<file path="config.mk">
export PLATFORM = sky130hd
export DESIGN_NAME = key_scan
export DESIGN_NICKNAME = d
export VERILOG_FILES = /design/src/rtl/key_scan.sv
export SDC_FILE = /design/constraint.sdc
export NUM_CORES = 1
export LEC_CHECK = 0
export BUFFER_PORTS_ARGS = -buffer_cell sky130_fd_sc_hd__buf_2
export CORE_AREA = 5 5 116 63
export DETAILED_ROUTE_END_ITERATION = 12
export DIE_AREA = 0 0 121 68
export GPL_TIMING_DRIVEN = 1
export PLACE_DENSITY = 0.74
export SKIP_CTS_REPAIR_TIMING = 1
export SYNTH_ARGS = -nofsm -noshare
export SYNTH_HDL_FRONTEND = slang
export SYNTH_SLANG_ARGS = --single-unit
</file>
<file path="constraint.sdc">
create_clock -name Clk -period 3.7 [get_ports Clk]
set_clock_uncertainty 0.15 [all_clocks]
set_input_delay 0.74 -clock Clk [delete_from_list [all_inputs] [get_ports Clk]]
set_output_delay 0.74 -clock Clk [all_outputs]
set_load 0.005 [all_outputs]
</file>
<file path="src/rtl/key_scan.sv">
// key_scan: 4x4 keypad row scanner with per-tick debounce, one-pulse key report
// and a four-deep key history.
module key_scan #(
  parameter int TICK_DIV  = 50000,
  parameter int DEB_TICKS = 20
) (
  input  logic        Clk,
  input  logic        Rst_n,
  input  logic        En,
  input  logic        clr,
  input  logic [3:0]  col,
  output logic [3:0]  row,
  output logic [3:0]  key_code,
  output logic        key_valid,
  output logic [15:0] key_data
);
  localparam int DW = $clog2(TICK_DIV + 1);
  localparam int CW = $clog2(DEB_TICKS + 1);
  typedef enum logic [1:0] {SCAN, DEBOUNCE, PRESSED, RELEASE} state_t;
  state_t state, state_nxt;
  logic [3:0] col_m, col_s, col_n, col_lat, row_int;
  logic [DW-1:0] div;
  logic [CW-1:0] cnt;
  logic [1:0] row_idx, col_idx, r_lat, c_lat;
  logic tick, one_low, rot, latch, inc, zero, push;
  assign col_n   = ~col_s;
  assign one_low = (col_n != 4'd0) && ((col_n & (col_n - 4'd1)) == 4'd0);
  assign tick    = En && (div == DW'(TICK_DIV - 1));
  assign row_idx = !row_int[0] ? 2'd0 : !row_int[1] ? 2'd1 : !row_int[2] ? 2'd2 : 2'd3;
  assign col_idx = col_n[0] ? 2'd0 : col_n[1] ? 2'd1 : col_n[2] ? 2'd2 : 2'd3;
  assign row     = En ? row_int : 4'hF;
  assign push    = En && state_nxt == PRESSED;
  always_comb begin
    state_nxt = state;
    rot = 1'b0;
    latch = 1'b0;
    inc = 1'b0;
    zero = 1'b0;
    case (state)
      SCAN: if (tick) begin
        latch = one_low;
        zero = one_low;
        rot = !one_low;
        state_nxt = one_low ? DEBOUNCE : SCAN;
      end
      DEBOUNCE: if (tick) begin
        inc = col_s == col_lat;
        rot = col_s != col_lat;
        state_nxt = col_s != col_lat ? SCAN : cnt == CW'(DEB_TICKS - 1) ? PRESSED : DEBOUNCE;
      end
      PRESSED: begin
        zero = 1'b1;
        state_nxt = RELEASE;
      end
      RELEASE: if (tick) begin
        // a release only counts while every column reads idle
        zero = col_s != 4'hF || cnt == CW'(DEB_TICKS - 1);
        inc = !zero;
        rot = col_s == 4'hF && cnt == CW'(DEB_TICKS - 1);
        state_nxt = rot ? SCAN : RELEASE;
      end
      default: state_nxt = SCAN;
    endcase
  end
  always_ff @(posedge Clk or negedge Rst_n) begin
    if (!Rst_n) begin
      col_m <= 4'hF;
      col_s <= 4'hF;
      state <= SCAN;
      row_int <= 4'b1110;
      div <= '0;
      cnt <= '0;
      col_lat <= 4'hF;
      r_lat <= 2'd0;
      c_lat <= 2'd0;
      key_code <= 4'd0;
      key_valid <= 1'b0;
      key_data <= 16'd0;
    end else begin
      col_m <= col;
      col_s <= col_m;
      key_valid <= push;
      if (push) key_code <= {r_lat, c_lat};
      key_data <= clr ? 16'd0 : push ? {key_data[11:0], r_lat, c_lat} : key_data;
      if (!En) begin
        state <= SCAN;
        row_int <= 4'b1110;
        div <= '0;
        cnt <= '0;
      end else begin
        state <= state_nxt;
        div <= tick ? '0 : div + 1'b1;
        cnt <= zero ? '0 : inc ? cnt + 1'b1 : cnt;
        if (rot) row_int <= {row_int[2:0], row_int[3]};
        if (latch) begin
          r_lat <= row_idx;
          c_lat <= col_idx;
          col_lat <= col_s;
        end
      end
    end
  end
endmodule

</file>
==> results.toml, run 1 <==
[outcome]
status = "completed"

[floorplan]
die_w_um = 121
die_y_um = 68
fp-row-count = 21
core_area_um2 = 6332
start_util = 0.4699
pin_count = 33
dieArea_um2 = 8228

[critical_path]
crit_path_end_kind = "flop"
worstPathArrival_ns = 2.87
r2r_slack_ns = 0.89
crit_slowest_cell = "nor4bb_1"
cp_max_fo = 21
startpoint_type = "flop"
required_ns = 3.76
max_stage_delay_ns = 0.76
crit_buf_inv = 0
cp_num_cells = 5
path_cells = "ha_1, nor4bb_1, nand3_1, o21ai_0, a21oi_1"
criticalPathCategory = "flop to flop"
cp_top_family = "simple AND/OR/NAND/NOR gates"
r2r_start = "cnt[1]"
r2r-end = "key_data[14]"
worstRegToRegCells = 5
cp-startpoint = "cnt[1]"

[logic_synthesis]
yosysMostFrequentCell = "dfrtp_1"
synth_commonest_cells = "49 x dfrtp_1, 35 x o21ai_0, 25 x nand3_1"
synthesis.nets = 291
synth-simple-area-share = 0.1905
synth-xor-area-share = 0.05299
synth_mux_area_frac = 0.02607
synth_top_family_by_area = "simple AND/OR/NAND/NOR gates"
async_reset_ff_frac = 1.000
synth_area_per_cell_um2 = 10.59
synth_edf_count = 0
netlist.area_leader.share = 0.4121
synth_compound_area_frac = 0.1421
synth_top_area_cell = "dfrtp_1"
synth.top_cells.by_area = "dfrtp_1 41%, dfstp_2 13%, o21ai_0 5.9%"
ys.warnings.count = 0
synth_ff_type = "dfrtp_1"
synthAdderAreaFrac = 0.008410
synth_cell_types = 47
synth_cells = 281
synth_seq_cells = 64
synth_area_um2 = 2975
ys_seq_area_frac = 0.5446

[sta]
final_max_slew_viol_count = 0
hold_violations = 0
tns_ns = 0
relSlewSlack = 0.4204
max_freq_ghz = 0.3557
period_minus_slack_ns = 2.811
worstMarginPinSlew_ns = 0.8577
setup_viol = 0
rsz0062_at_grt = "false"
setup_ws_ns = 0.8889
post-route-period-util = 0.7598

[cts]
numClockSinks = 64
cts_tree = "built"
htree_levels = 3
cts_made_buffers = 9
clock_latency_ns = 0.34
clockBufferDepth = 2
root_buffer = "clkbuf_16"
clk_pin_slew_ns = 0.05

[power_and_ir_drop]
ir_drop_mv = 0.3087
p_int_mw = 1.312
power_mw = 1.641
leakagePower_nw = 1.562
p_sw_frac = 0.2004
switching_power_uw = 328.8
comb_power_share = 0.028
power_density_nw_per_um2 = 470.2
p_seq_frac = 0.438
p_clk_frac = 0.535

[placement]
dpl_worst_slack_ns = 0.9070
dp_hpwl_um = 4218
routabilityCongestion = 0.7766
io_buffers = 32

[cells_and_area]
fin_nets = 321
area_delta_synth_final_pct = 17.28
nFillCells = 539
post-route-util = 0.5511
multi_input_area_um2 = 1250
regArea_um2 = 1620
diodes = 0
drive_above_1_share = 0.2690

[global_routing]
grt_pass1_wl_um = 10460
antenna_found_initial = 0
grt_max_degree = 43
gr-total-overflow = 0
grt_use_total = 0.1669
grt_pass1_vias = 2202

[hold_path]
whs_path_depth = 0
hold_class = "flop to flop"
min_to = "col_s[2]"
hold_path_startpoint = "col_m[2]"

[detailed_routing]
initialDrtViolationCount = 154
routed_wl_um = 6226
drt_first_pass_iters = 4
wire_per_inst_um = 15.26
routed_via_density = 5.444
drc_errors = 0
ant_nets = 0
num_vias = 2221

[run]
maxCapViolations = 0
## logic make-up (layout without fill, tap and decap cells)
kind of cell,Yosys count,in the layout
AOI/OAI and AO/OA,71,71
adders and majority gates,2,2
and+or+nand+nor,98,98
muxes,7,7
DFF,64,64
xor gates and xnor gates,18,18
buffers and inverters,21,56
## worst max path at each step
stage / end / slack, ns
detailed placement: key_data[14] / 0.91
floorplan: col_lat[0] / 1.48
global route: key_data[11] / 0.59
finish: key_data[14] / 0.89
global placement: r_lat[1] / 1.03
CTS: key_data[14] / 0.93
## power groups by stage
| stage | sequential [mW] | clock (mW) | combinational (mW) |
|---|---|---|---|
| 2_1_floorplan | 0.728 | 0 | 0.0228 |
| 3_3_place_gp | 0.729 | 0 | 0.0451 |
| 3_5_place_dp | 0.729 | 0 | 0.0466 |
| 4_1_cts | 0.718 | 0.891 | 0.0469 |
| 5_1_grt | 0.719 | 0.923 | 0.0529 |
| 6_report | 0.718 | 0.877 | 0.0455 |
## metal layers
layer  GRT usage  vias up  wire [µm]
li1            -     1064          -
met2      0.2605       46       2773
met4     0.06638        0         90
met1      0.2107     1102       3033
met3     0.06689        9        329
met5           0        -          0
## per-stage QoR
stage / instances / hold WS [ns] / instance area [µm²]
6_report: 408 / 0.2039 / 3490
5_1_grt: 408 / 0.2070 / 3490
4_1_cts: 408 / 0.2043 / 3490
3_5_place_dp: 392 / 0.1968 / 3183
3_3_place_gp: 392 / 0.1972 / 3183
2_1_floorplan: 281 / 0.1952 / 2975
## layout make-up
cell class,count,area share
timing repair buffer,34,0.05020
clock buffer,12,0.06777
inverter,6,0.006454
sequential,64,0.4643
multi-input combinational,196,0.3582
tap,92,0.03299
clock inverter,4,0.02008
## registers in the layout, indices dropped and copies added (netlist names)
signal / cells
key_data: 16
div: 16
col_lat: 4
col_s: 4
key_valid: 1
row_int: 4
cnt: 5
c_lat: 2
state: 2
key_code: 4
col_m: 4
r_lat: 2
## cell usage in the layout, fill, tap and decap left out, types with 2 or more instances in the layout
cell       Yosys  routed
a211oi_1       4       4
or4_1          2       2
buf_4          0       2
o21a_1         2       2
nand4_1        4       4
and2_1         3       3
buf_2          2      32
inv_1          6       6
nand2_1       17      17
nand2b_1       3       3
nor4_4         2       2
dfstp_2       15      15
nor2_1        18      18
clkbuf_16      0       9
a21oi_1       18      18
and3_1         5       5
dfrtp_1       49      49
clkbuf_1       8       3
ha_1           2       2
xnor2_1        9       9
o221a_2        2       2
or3_1          3       3
nand4b_1       2       2
o31ai_1        4       4
xor2_1         9       9
bufinv_16      0       2
and3_2         4       4
nand3_1       25      25
mux2_2         6       6
o21ai_0       35      35
clkinv_2       0       2
Power figures use the tool's default switching activity.
==> run 2, diff against run 1 <==
ABC_AREA = 1   (was not set)
CORE_AREA = 5 5 119 65   (was 5 5 116 63)
DIE_AREA = 0 0 124 70   (was 0 0 121 68)
clock period = 2.75 ns   (was 3.7 ns; I/O delays follow)
==> run 2 against run 1 <==
Net effect:
- sequential share of layout area down 2.8 points
- non-clock buffer count unchanged
- final area up 6.5%
- critical path type is now input pin to output pin
- wire length up 15%
- largest power group unchanged
- utilization up 2.2 points
- highest routed layer unchanged
==> results.toml, run 2 <==
[logic_synthesis]
ys.warnings.count = 0
netlist.area_leader.share = 0.3904
yosysMostFrequentCell = "nand2_1"
synth_cell_types = 31
synth_mux_area_frac = 0
synth_area_um2 = 3141
synth.top_cells.by_area = "dfrtp_1 39%, nand2_1 13%, dfstp_2 13%"
synthesis.nets = 399
synth_seq_cells = 64
ys_seq_area_frac = 0.5159
synth_ff_type = "dfrtp_1"
synth-simple-area-share = 0.3618
synth_commonest_cells = "109 x nand2_1, 56 x nand3_1, 49 x dfrtp_1"
synth-xor-area-share = 0.01394
synth_area_per_cell_um2 = 8.073
synth_compound_area_frac = 0.03586
synth_cells = 389
synth_top_family_by_area = "simple AND/OR/NAND/NOR gates"
synthAdderAreaFrac = 0.007968
synth_edf_count = 0
async_reset_ff_frac = 1.000
synth_top_area_cell = "dfrtp_1"

[detailed_routing]
drc_errors = 0
wire_per_inst_um = 13.80
ant_nets = 0
routed_via_density = 5.169
num_vias = 2693
initialDrtViolationCount = 228
routed_wl_um = 7190
drt_first_pass_iters = 5

[placement]
routabilityCongestion = 0.9987
dpl_cell_area_um2 = 3387
io_buffers = 32
dp_hpwl_um = 5159

[sta]
tns_ns = 0
hold_slack_ns = 0.07288
max_freq_ghz = 0.4650
period_minus_slack_ns = 2.151
relSlewSlack = 0.4293
setup_viol = 0
final_max_slew_viol_count = 0
rsz0062_at_grt = "false"
post-route-period-util = 0.7821
worstMarginPinSlew_ns = 0.8551
hold_violations = 0

[power_and_ir_drop]
leakagePower_nw = 1.913
power_mw = 2.225
ir_drop_mv = 0.5777
power_density_nw_per_um2 = 598.5

[global_routing]
grt_pass1_wl_um = 12380
gr-total-overflow = 0
grt_max_degree = 40
grt_pass1_vias = 2428
grt_use_total = 0.1843
antenna_found_initial = 0

[critical_path]
required_ns = 2.05
max_stage_delay_ns = 0.36
crit_path_end_kind = "output pin"
startpoint_type = "input pin"
criticalPathCategory = "input pin to output pin"
path_cells = "buf_2, inv_1, or2_2, buf_2"
crit_slowest_cell = "or2_2"
worstPathArrival_ns = 1.45
crit_top_cell = "buf_2"
cp_max_fo = 12

[cells_and_area]
area_delta_synth_final_pct = 18.37
reg_top3 = "div x16, key_data x16, cnt x5"
fin_nets = 434
diodes = 0
mostFrequentLayoutCell = "nand2_1"
fin_area_um2 = 3717
drive_above_1_share = 0.2028
layout_common_cells = "109 x nand2_1, 56 x nand3_1, 49 x dfrtp_1"

[cts]
clockBufferDepth = 2
root_buffer = "clkbuf_16"
cts_tree = "built"
clock_latency_ns = 0.33
cts_made_buffers = 9
htree_levels = 3
numClockSinks = 64
clk_pin_slew_ns = 0.06

[floorplan]
core_area_um2 = 6490
dieArea_um2 = 8680
start_util = 0.4839
die_y_um = 70
pin_count = 33
die_w_um = 124
fp-row-count = 21

[run]
maxCapViolations = 0

[hold_path]
hold_class = "input pin to async pin"

[outcome]
status = "completed"
==> run 2: worst paths after layout <==
check,startpoint,cells after the start,endpoint,slack (ns)
hold / removal,Rst_n,1,div[3],0.07
min in group Clk,col[3],1,col_m[3],0.17
max in group asynchronous,Rst_n,2,row_int[2],1.69
setup reg to reg,div[0],9,cnt[2],0.69
hold reg to reg,col_m[1],0,col_s[1],0.20
setup / recovery,En,4,row[2],0.60
==> run 2: power by group <==
part / internal (mW) / switching [mW]
clock network: 0.775 / 0.420
registers: 0.957 / 0.00655
logic: 0.0167 / 0.0484
total: 1.75 / 0.475
==> run 2: metal layers <==
metal	track usage	share of wire	vias to the layer above
met5	0	0	-
li1	-	-	1322
met1	0.2901	0.52	1266
met4	0.06068	0.011	0
met2	0.2334	0.40	95
met3	0.05887	0.072	10
==> run 2: worst max-delay path, delay by kind of cell <==
kind,cells,cell delay (ns)
buffers and inverters,3,0.54
and+or+nand+nor,1,0.36
==> run 2: cell families (layout without fill, tap and decap cells) <==
logic type,after synthesis,in the layout
buf+inv,49,89
xor+xnor,5,5
compound gates,21,21
flops,64,64
fa+ha+maj,2,2
simple gates,248,248
==> run 2: through the flow <==
| step | util | cells | worst slack, ns |
|---|---|---|---|
| floorplan | - | 389 | 0.8463 |
| global placement | 0.5219 | 505 | 0.6460 |
| detailed placement | 0.5219 | 505 | 0.6151 |
| CTS | 0.5728 | 521 | 0.5982 |
| global route | 0.5728 | 521 | 0.4920 |
| finish | 0.5728 | 521 | 0.5994 |
==> run 2: layout make-up <==
| cell class | instances | area (µm²) |
|---|---|---|
| inverter | 39 | 146.4 |
| sequential | 64 | 1620 |
| clock buffer | 12 | 300.3 |
| timing repair buffer | 34 | 187.7 |
| clock inverter | 4 | 30.03 |
| fill | 577 | 2773 |
| multi-input combinational | 276 | 1318 |
| tap | 92 | 115.1 |
